**config.mk**
```make
export PLATFORM = sky130hd
export DESIGN_NAME = adc_intf_dec_fifo
export DESIGN_NICKNAME = d
export VERILOG_FILES = /design/src/rtl/adc_intf_pkg.sv /design/src/rtl/sync_fifo_fwft.sv /design/src/rtl/adc_intf_dec_fifo.sv
export SDC_FILE = /design/constraint.sdc
export NUM_CORES = 2
export LEC_CHECK = 0
export BUFFER_PORTS_ARGS = -buffer_cell sky130_fd_sc_hd__buf_2
export CORE_ASPECT_RATIO = 0.7
export CORE_MARGIN = 4
export CORE_UTILIZATION = 50
export CTS_CLUSTER_DIAMETER = 50
export CTS_CLUSTER_SIZE = 12
export DETAILED_ROUTE_END_ITERATION = 16
export PLACE_DENSITY = 0.78
export SETUP_SLACK_MARGIN = 0.2
export SLEW_MARGIN = 20
export SYNTH_ARGS = -nofsm -noshare
export SYNTH_HDL_FRONTEND = slang
export SYNTH_SLANG_ARGS = --single-unit
```
**constraint.sdc**
```tcl
create_clock -name adc_clk -period 7.6 [get_ports adc_clk]
set_input_delay 1.14 -clock adc_clk [delete_from_list [all_inputs] [get_ports adc_clk]]
set_output_delay 1.14 -clock adc_clk [all_outputs]
set_load 0.02 [all_outputs]
```
**src/rtl/adc_intf_pkg.sv**
```systemverilog
`default_nettype none
// ============================================================================
// Module      : adc_intf_pkg
// Description : Shared constants and the saturating gain-shift helpers for the
//               ADC front-end (decimator, gain pipeline, FWFT FIFO).
// Revision    : 1.0 - initial release
// ============================================================================
package adc_intf_pkg;

    localparam logic [2:0] c_gain_limit  = 3'd4;
    localparam int         c_dec_ratio_w = 4;

    // Sign-extend a width-bit component to 64 bits and apply the gain shift;
    // gain codes above the limit mean "no shift".
    function automatic logic signed [63:0] gain_ext_shl(
        input logic [63:0] value,
        input logic [2:0]  shift,
        input int          width
    );
        logic signed [63:0] v_ext;
        int                 g;
        g     = (shift > c_gain_limit) ? 0 : int'(shift);
        v_ext = $signed(value << (64 - width)) >>> (64 - width);
        return v_ext <<< g;
    endfunction

    function automatic logic sat_ovf(
        input logic [63:0] value,
        input logic [2:0]  shift,
        input int          width
    );
        logic signed [63:0] v_top;
        v_top = gain_ext_shl(value, shift, width) >>> (width - 1);
        return (v_top != 64'sd0) && (v_top != -64'sd1);
    endfunction

    function automatic logic [63:0] sat_shl(
        input logic [63:0] value,
        input logic [2:0]  shift,
        input int          width
    );
        logic signed [63:0] v_shl;
        logic signed [63:0] v_top;
        logic signed [63:0] v_lim;
        v_shl = gain_ext_shl(value, shift, width);
        v_top = v_shl >>> (width - 1);
        v_lim = 64'sd1 <<< (width - 1);
        if (v_top > 64'sd0) begin
            return $unsigned(v_lim - 64'sd1);
        end
        if (v_top < -64'sd1) begin
            return $unsigned(v_lim);
        end
        return $unsigned(v_shl);
    endfunction

endpackage
`default_nettype wire

```
**src/rtl/sync_fifo_fwft.sv**
```systemverilog
`default_nettype none
// ============================================================================
// Module      : sync_fifo_fwft
// Description : Single-clock first-word-fall-through FIFO. Writes while full
//               are dropped unless a pop happens in the same cycle; pops while
//               empty are ignored. dout reads 0 while empty.
// Revision    : 1.0 - initial release
// ============================================================================
module sync_fifo_fwft #(
    parameter int WIDTH = 64,
    parameter int DEPTH = 32
) (
    input  logic                     clk,
    input  logic                     rst,
    input  logic [WIDTH-1:0]         din,
    input  logic                     wr_en,
    output logic [WIDTH-1:0]         dout,
    input  logic                     rd_en,
    output logic                     empty,
    output logic                     full,
    output logic [$clog2(DEPTH):0]   level
);

    localparam int c_aw = $clog2(DEPTH);

    logic [WIDTH-1:0] r_mem [DEPTH];
    logic [c_aw:0]    r_wr_ptr;
    logic [c_aw:0]    r_rd_ptr;
    logic [c_aw:0]    w_level;
    logic             w_pop;
    logic             w_push;

    // Pointers carry one extra MSB so a full FIFO reads as level == DEPTH.
    assign w_level = r_wr_ptr - r_rd_ptr;
    assign empty   = (w_level == '0);
    assign full    = w_level[c_aw];
    assign level   = w_level;
    assign w_pop   = rd_en & ~empty;
    assign w_push  = wr_en & (~full | w_pop);
    assign dout    = empty ? '0 : r_mem[r_rd_ptr[c_aw-1:0]];

    always_ff @(posedge clk) begin
        if (rst) begin
            r_wr_ptr <= '0;
            r_rd_ptr <= '0;
        end else begin
            if (w_push) begin
                r_wr_ptr <= r_wr_ptr + 1'b1;
            end
            if (w_pop) begin
                r_rd_ptr <= r_rd_ptr + 1'b1;
            end
        end
    end

    always_ff @(posedge clk) begin
        if (w_push) begin
            r_mem[r_wr_ptr[c_aw-1:0]] <= din;
        end
    end

endmodule
`default_nettype wire

```
**src/rtl/adc_intf_dec_fifo.sv**
```systemverilog
`default_nettype none
// ============================================================================
// Module      : adc_intf_dec_fifo
// Description : ADC front-end: runtime decimator, saturating gain shift stage
//               and FWFT FIFO towards the baseband, with overflow accounting.
//               Optional macro ADC_INTF_SAT_CNT_EN adds the sat_cnt output.
// Revision    : 1.0 - initial release
// ============================================================================
module adc_intf_dec_fifo
    import adc_intf_pkg::*;
#(
    parameter int IQ_DATA_WIDTH = 16,
    parameter int NUM_CH        = 2,
    parameter int FIFO_DEPTH    = 32,
    parameter int CNT_WIDTH     = 16
) (
    input  logic                                 adc_clk,
    input  logic                                 adc_rst,
    input  logic [2*NUM_CH*IQ_DATA_WIDTH-1:0]    adc_data,
    input  logic                                 adc_valid,
    input  logic [c_dec_ratio_w-1:0]             dec_ratio,
    input  logic [2:0]                           bb_gain,
    input  logic                                 clr_cnt,
    output logic [2*NUM_CH*IQ_DATA_WIDTH-1:0]    data_to_bb,
    output logic                                 emptyn_to_bb,
    input  logic                                 bb_ask_data,
    output logic [$clog2(FIFO_DEPTH):0]          fifo_level,
`ifdef ADC_INTF_SAT_CNT_EN
    output logic [CNT_WIDTH-1:0]                 sat_cnt,
`endif
    output logic [CNT_WIDTH-1:0]                 overflow_cnt
);

    localparam int                   c_n_comp  = 2 * NUM_CH;
    localparam int                   c_data_w  = c_n_comp * IQ_DATA_WIDTH;
    localparam logic [CNT_WIDTH-1:0] c_cnt_max = '1;

    logic [c_dec_ratio_w-1:0] r_dec_cnt;
    logic                     w_keep;
    logic                     r_s1_valid;
    logic [c_data_w-1:0]      r_s1_data;
    logic                     r_s2_valid;
    logic [c_data_w-1:0]      r_s2_data;
    logic [c_data_w-1:0]      w_gain_data;
    logic                     w_empty;
    logic                     w_full;
    logic                     w_drop;
    logic [CNT_WIDTH-1:0]     r_overflow_cnt;

    // A ratio lowered below the running count keeps the very next sample.
    assign w_keep = adc_valid && (r_dec_cnt >= dec_ratio);

    always_ff @(posedge adc_clk) begin
        if (adc_rst) begin
            r_dec_cnt  <= '0;
            r_s1_valid <= 1'b0;
            r_s2_valid <= 1'b0;
        end else begin
            r_s1_valid <= w_keep;
            r_s2_valid <= r_s1_valid;
            if (adc_valid) begin
                r_dec_cnt <= w_keep ? '0 : r_dec_cnt + 1'b1;
            end
        end
    end

    always_ff @(posedge adc_clk) begin
        if (w_keep) begin
            r_s1_data <= adc_data;
        end
        if (r_s1_valid) begin
            r_s2_data <= w_gain_data;
        end
    end

    for (genvar k = 0; k < c_n_comp; k++) begin : g_comp
        logic [IQ_DATA_WIDTH-1:0] w_comp_gain;
        assign w_comp_gain = IQ_DATA_WIDTH'(sat_shl(
            64'(r_s1_data[k*IQ_DATA_WIDTH +: IQ_DATA_WIDTH]), bb_gain, IQ_DATA_WIDTH));
        assign w_gain_data[k*IQ_DATA_WIDTH +: IQ_DATA_WIDTH] = w_comp_gain;
    end

    sync_fifo_fwft #(
        .WIDTH (c_data_w),
        .DEPTH (FIFO_DEPTH)
    ) u_fifo (
        .clk   (adc_clk),
        .rst   (adc_rst),
        .din   (r_s2_data),
        .wr_en (r_s2_valid),
        .dout  (data_to_bb),
        .rd_en (bb_ask_data),
        .empty (w_empty),
        .full  (w_full),
        .level (fifo_level)
    );

    assign emptyn_to_bb = ~w_empty;
    assign w_drop       = r_s2_valid & w_full & ~bb_ask_data;

    always_ff @(posedge adc_clk) begin
        if (adc_rst || clr_cnt) begin
            r_overflow_cnt <= '0;
        end else if (w_drop && (r_overflow_cnt != c_cnt_max)) begin
            r_overflow_cnt <= r_overflow_cnt + 1'b1;
        end
    end

    assign overflow_cnt = r_overflow_cnt;

`ifdef ADC_INTF_SAT_CNT_EN
    logic [c_n_comp-1:0]  w_sat;
    logic [CNT_WIDTH-1:0] r_sat_cnt;

    for (genvar k = 0; k < c_n_comp; k++) begin : g_sat
        assign w_sat[k] = sat_ovf(
            64'(r_s1_data[k*IQ_DATA_WIDTH +: IQ_DATA_WIDTH]), bb_gain, IQ_DATA_WIDTH);
    end

    always_ff @(posedge adc_clk) begin
        if (adc_rst || clr_cnt) begin
            r_sat_cnt <= '0;
        end else if (r_s1_valid && (|w_sat) && (r_sat_cnt != c_cnt_max)) begin
            r_sat_cnt <= r_sat_cnt + 1'b1;
        end
    end

    assign sat_cnt = r_sat_cnt;
`endif

endmodule
`default_nettype wire

```
==> flow_summary.ini <==
[floorplanning]
die_y_um = 356
io_pins = 163
initial_utilization_pct = 50.4
die-width_um = 506
dieArea_sq_um = 180000
row_count = 127
fp.coreArea_sq_um = 172000

[critical_path]
crit_path_end = data_to_bb[8]
rr_startpoint = u_fifo.r_wr_ptr[3]$_SDFFE_PP0P_
cpMaxStageDelayCell = buf_4
reg2reg_depth = 9
crit_cells = 12
cp.required_ps = 6460
critPathLaunch = u_fifo.r_wr_ptr[0]$_SDFFE_PP0P_
crit_family = simple AND/OR/NAND/NOR gates
slowest_delay_ps = 630
crit_path_end_kind = output pin
r2r-end = u_fifo.r_mem[8][60]$_DFFE_PP_
cp-start-kind = flop
path_cells = inv_1, ha_1, fa_1, nand2b_1, a21oi_1, xor2_1, nor4_4, nand2_2, nand2b_4, buf_4, o22ai_1, buf_2
rrSetupSlack_ps = 2830
cp.arrival_ps = 4860
crit_fanout = 33
path_class = reg -> out
critPathBufInv = 3

[sta]
report.final.slew_viol_count = 0
setup_violations = 0
max_clock_freq_ghz = 0.167
clock_skew_ps = 70.9
fin_crit_sh_pct = 79.0
tightest_slew_ps = 1160
relSlewSlack_pct = 22.5
finalWorstPathRequiredPeriod_ps = 6000
hold_viol = 0
tns_ps = 0
grt_setup_unrepaired = false
hold_ws_ps = 471

[cts]
hold_buffers = 0
clk_latency_ps = 850
path_clk_slew_ps = 60
post_cts_buffers = 0
cts_resized = 0
cts_buffers = 207
cts_tree = done
root_buffer = clkbuf_16
clockBufferDepth = 3
clock_sinks = 2215
htree_levels = 4

[synthesis]
synth_edf_count = 2176
synthMuxAreaShare_pct = 17.5
yosysWarningCount = 0
synth_cell_type_count = 65
ys.flop_type = edfxtp_1
synth_compound_area_share_pct = 2.08
postSynthCellCount = 4038
syn_avg_cell_area_sq_um = 21.5
yosysSeqAreaShare_pct = 76.3
synth.net_count = 4131
ys_async_sr_fraction_pct = 0
synth_area_sq_um = 86600
synth_xor_area_share_pct = 0.313
synth-simple-area-share_pct = 1.91
synth_top_family_by_area = multiplexers
synth.ff_latch_count = 2215
synthAdderAreaFrac_pct = 0.254

[power]
vdd_drop_max_v = 0.000302
cellLeakagePower_nw = 29.7
p_per_area_nw_per_um2 = 295

[global_route]
grtUsageTotal_pct = 25.0
grt_busiest_layer = met2
gr-total-overflow = 0
grt_max_degree = 150
grt_pass1_vias = 43502
grt_use_met3_pct = 6.70
antenna_found_initial = 6
grtUsageMet2_pct = 38.2
grt_pass1_wl_mm = 321
met1_usage_pct = 35.5

[routing]
wl_per_cell_um = 34.0
via_count = 43976
viasPerCell = 6.62
drt_iter0_drc = 7445
ant_nets = 0
drcViolationCount = 0
routed_wl_mm = 226
firstDrtPassIters = 8

[cells_and_area]
area_delta_synth_final_pct = 11.6
drive_above_1_share_pct = 27.9
nNetsFinal = 4370
fill_cells = 12096
final_cell_mix = edfxtp_1, mux4_2, clkbuf_16
layout_commonest_cell = edfxtp_1
fin_cells = 6641

[placed_design]
dp_hpwl_mm = 117
place_congestion = 0.890
io_buffer_count = 162
dp_cells = 6369

[flow_run]
cap_violations = 0

[min_path]
hold_path.class = in -> reg

[outcome]
status = finished clean
==> layout make-up <==
type | instances | area (sq um) | share of cell area [%]
Clock buffer | 221 | 5250 | 5.44
Antenna cell | 2 | 5.00 | 0.00518
Clock inverter | 28 | 519 | 0.537
Multi-Input combinational cell | 1506 | 19400 | 20.0
Sequential cell | 2215 | 66100 | 68.4
Timing Repair Buffer | 268 | 2180 | 2.26
Tap cell | 2322 | 2910 | 3.01
Inverter | 79 | 297 | 0.307
==> layer usage <==
metal	wire, um	part of all wire (%)
met5	28	0.012
met4	7920	3.5
met3	29400	13
met2	105000	47
met1	83000	37
==> per-stage QoR <==
step	util [%]	worst slack, ps	total power, W	area [sq um]
2_1_floorplan	-	2340	0.0179	86600
3_3_place_gp	52.7	2470	0.0194	90500
3_5_place_dp	52.7	2470	0.0195	90600
4_1_cts	56.1	1540	0.0287	96300
5_1_grt	56.3	1460	0.0295	96700
6_report	56.3	1600	0.0285	96700
==> registers in the layout (all words and copies together) (netlist names), named ones only <==
name and cells:
overflow_cnt 16, r_dec_cnt 4, r_s1_data 64, r_s1_valid 1, r_s2_data 64, r_s2_valid 1, u_fifo.r_mem 2048, u_fifo.r_rd_ptr 6
u_fifo.r_wr_ptr 6
==> synth_stat cells, types with 7 or more instances <==
cell type	count	area, sq um
edfxtp_1	2176	65300
mux4_2	579	13000
nor2_1	146	548
mux2i_1	135	1350
nand2_1	118	443
a21oi_1	110	551
buf_2	106	531
clkbuf_1	96	360
inv_1	78	293
o22ai_1	70	438
mux2_2	65	732
nand3_1	52	260
dfxtp_1	39	781
o21ai_0	37	185
a31oi_1	29	181
xor2_1	20	175
ha_1	16	200
buf_1	15	56.3
buf_4	12	90.1
nor3_1	11	55.1
xnor2_1	11	96.3
and3_1	10	62.6
o21ai_1	9	45.0
buf_6	8	90.1
nor2b_1	8	50.1
nand4_1	7	43.8
==> kinds of logic after synthesis <==
kind of cell    Yosys count
compound gates          302
xor+xnor                 31
fa+ha+maj                17
buf+inv                 317
flops                  2215
mux                     779
simple gates            377
==> how the worst min path moves through the flow <==
stage / end / from / slack [ps] / depth (start not counted)
floorplan: r_dec_cnt[3]$_SDFFE_PP0P_ / r_dec_cnt[3]$_SDFFE_PP0P_ / 480 / 2
global placement: overflow_cnt[15]$_SDFFE_PP0P_ / overflow_cnt[15]$_SDFFE_PP0P_ / 490 / 2
detailed placement: overflow_cnt[15]$_SDFFE_PP0P_ / overflow_cnt[15]$_SDFFE_PP0P_ / 510 / 2
CTS: r_s1_data[62]$_DFFE_PP_ / adc_data[62] / 410 / 1
global route: r_s1_data[29]$_DFFE_PP_ / adc_data[29] / 440 / 1
finish: r_s1_data[62]$_DFFE_PP_ / adc_data[62] / 470 / 1
==> power breakdown <==
group	internal (W)	leakage, nW	switching, W	total (W)
combinational	0.00268	7.00	0.00303	0.00571
clock	0.00498	2.79	0.00437	0.00934
sequential	0.0133	19.9	0.000166	0.0135
total	0.0210	29.7	0.00756	0.0285
Note: power is estimated with default switching activity, not from simulation.
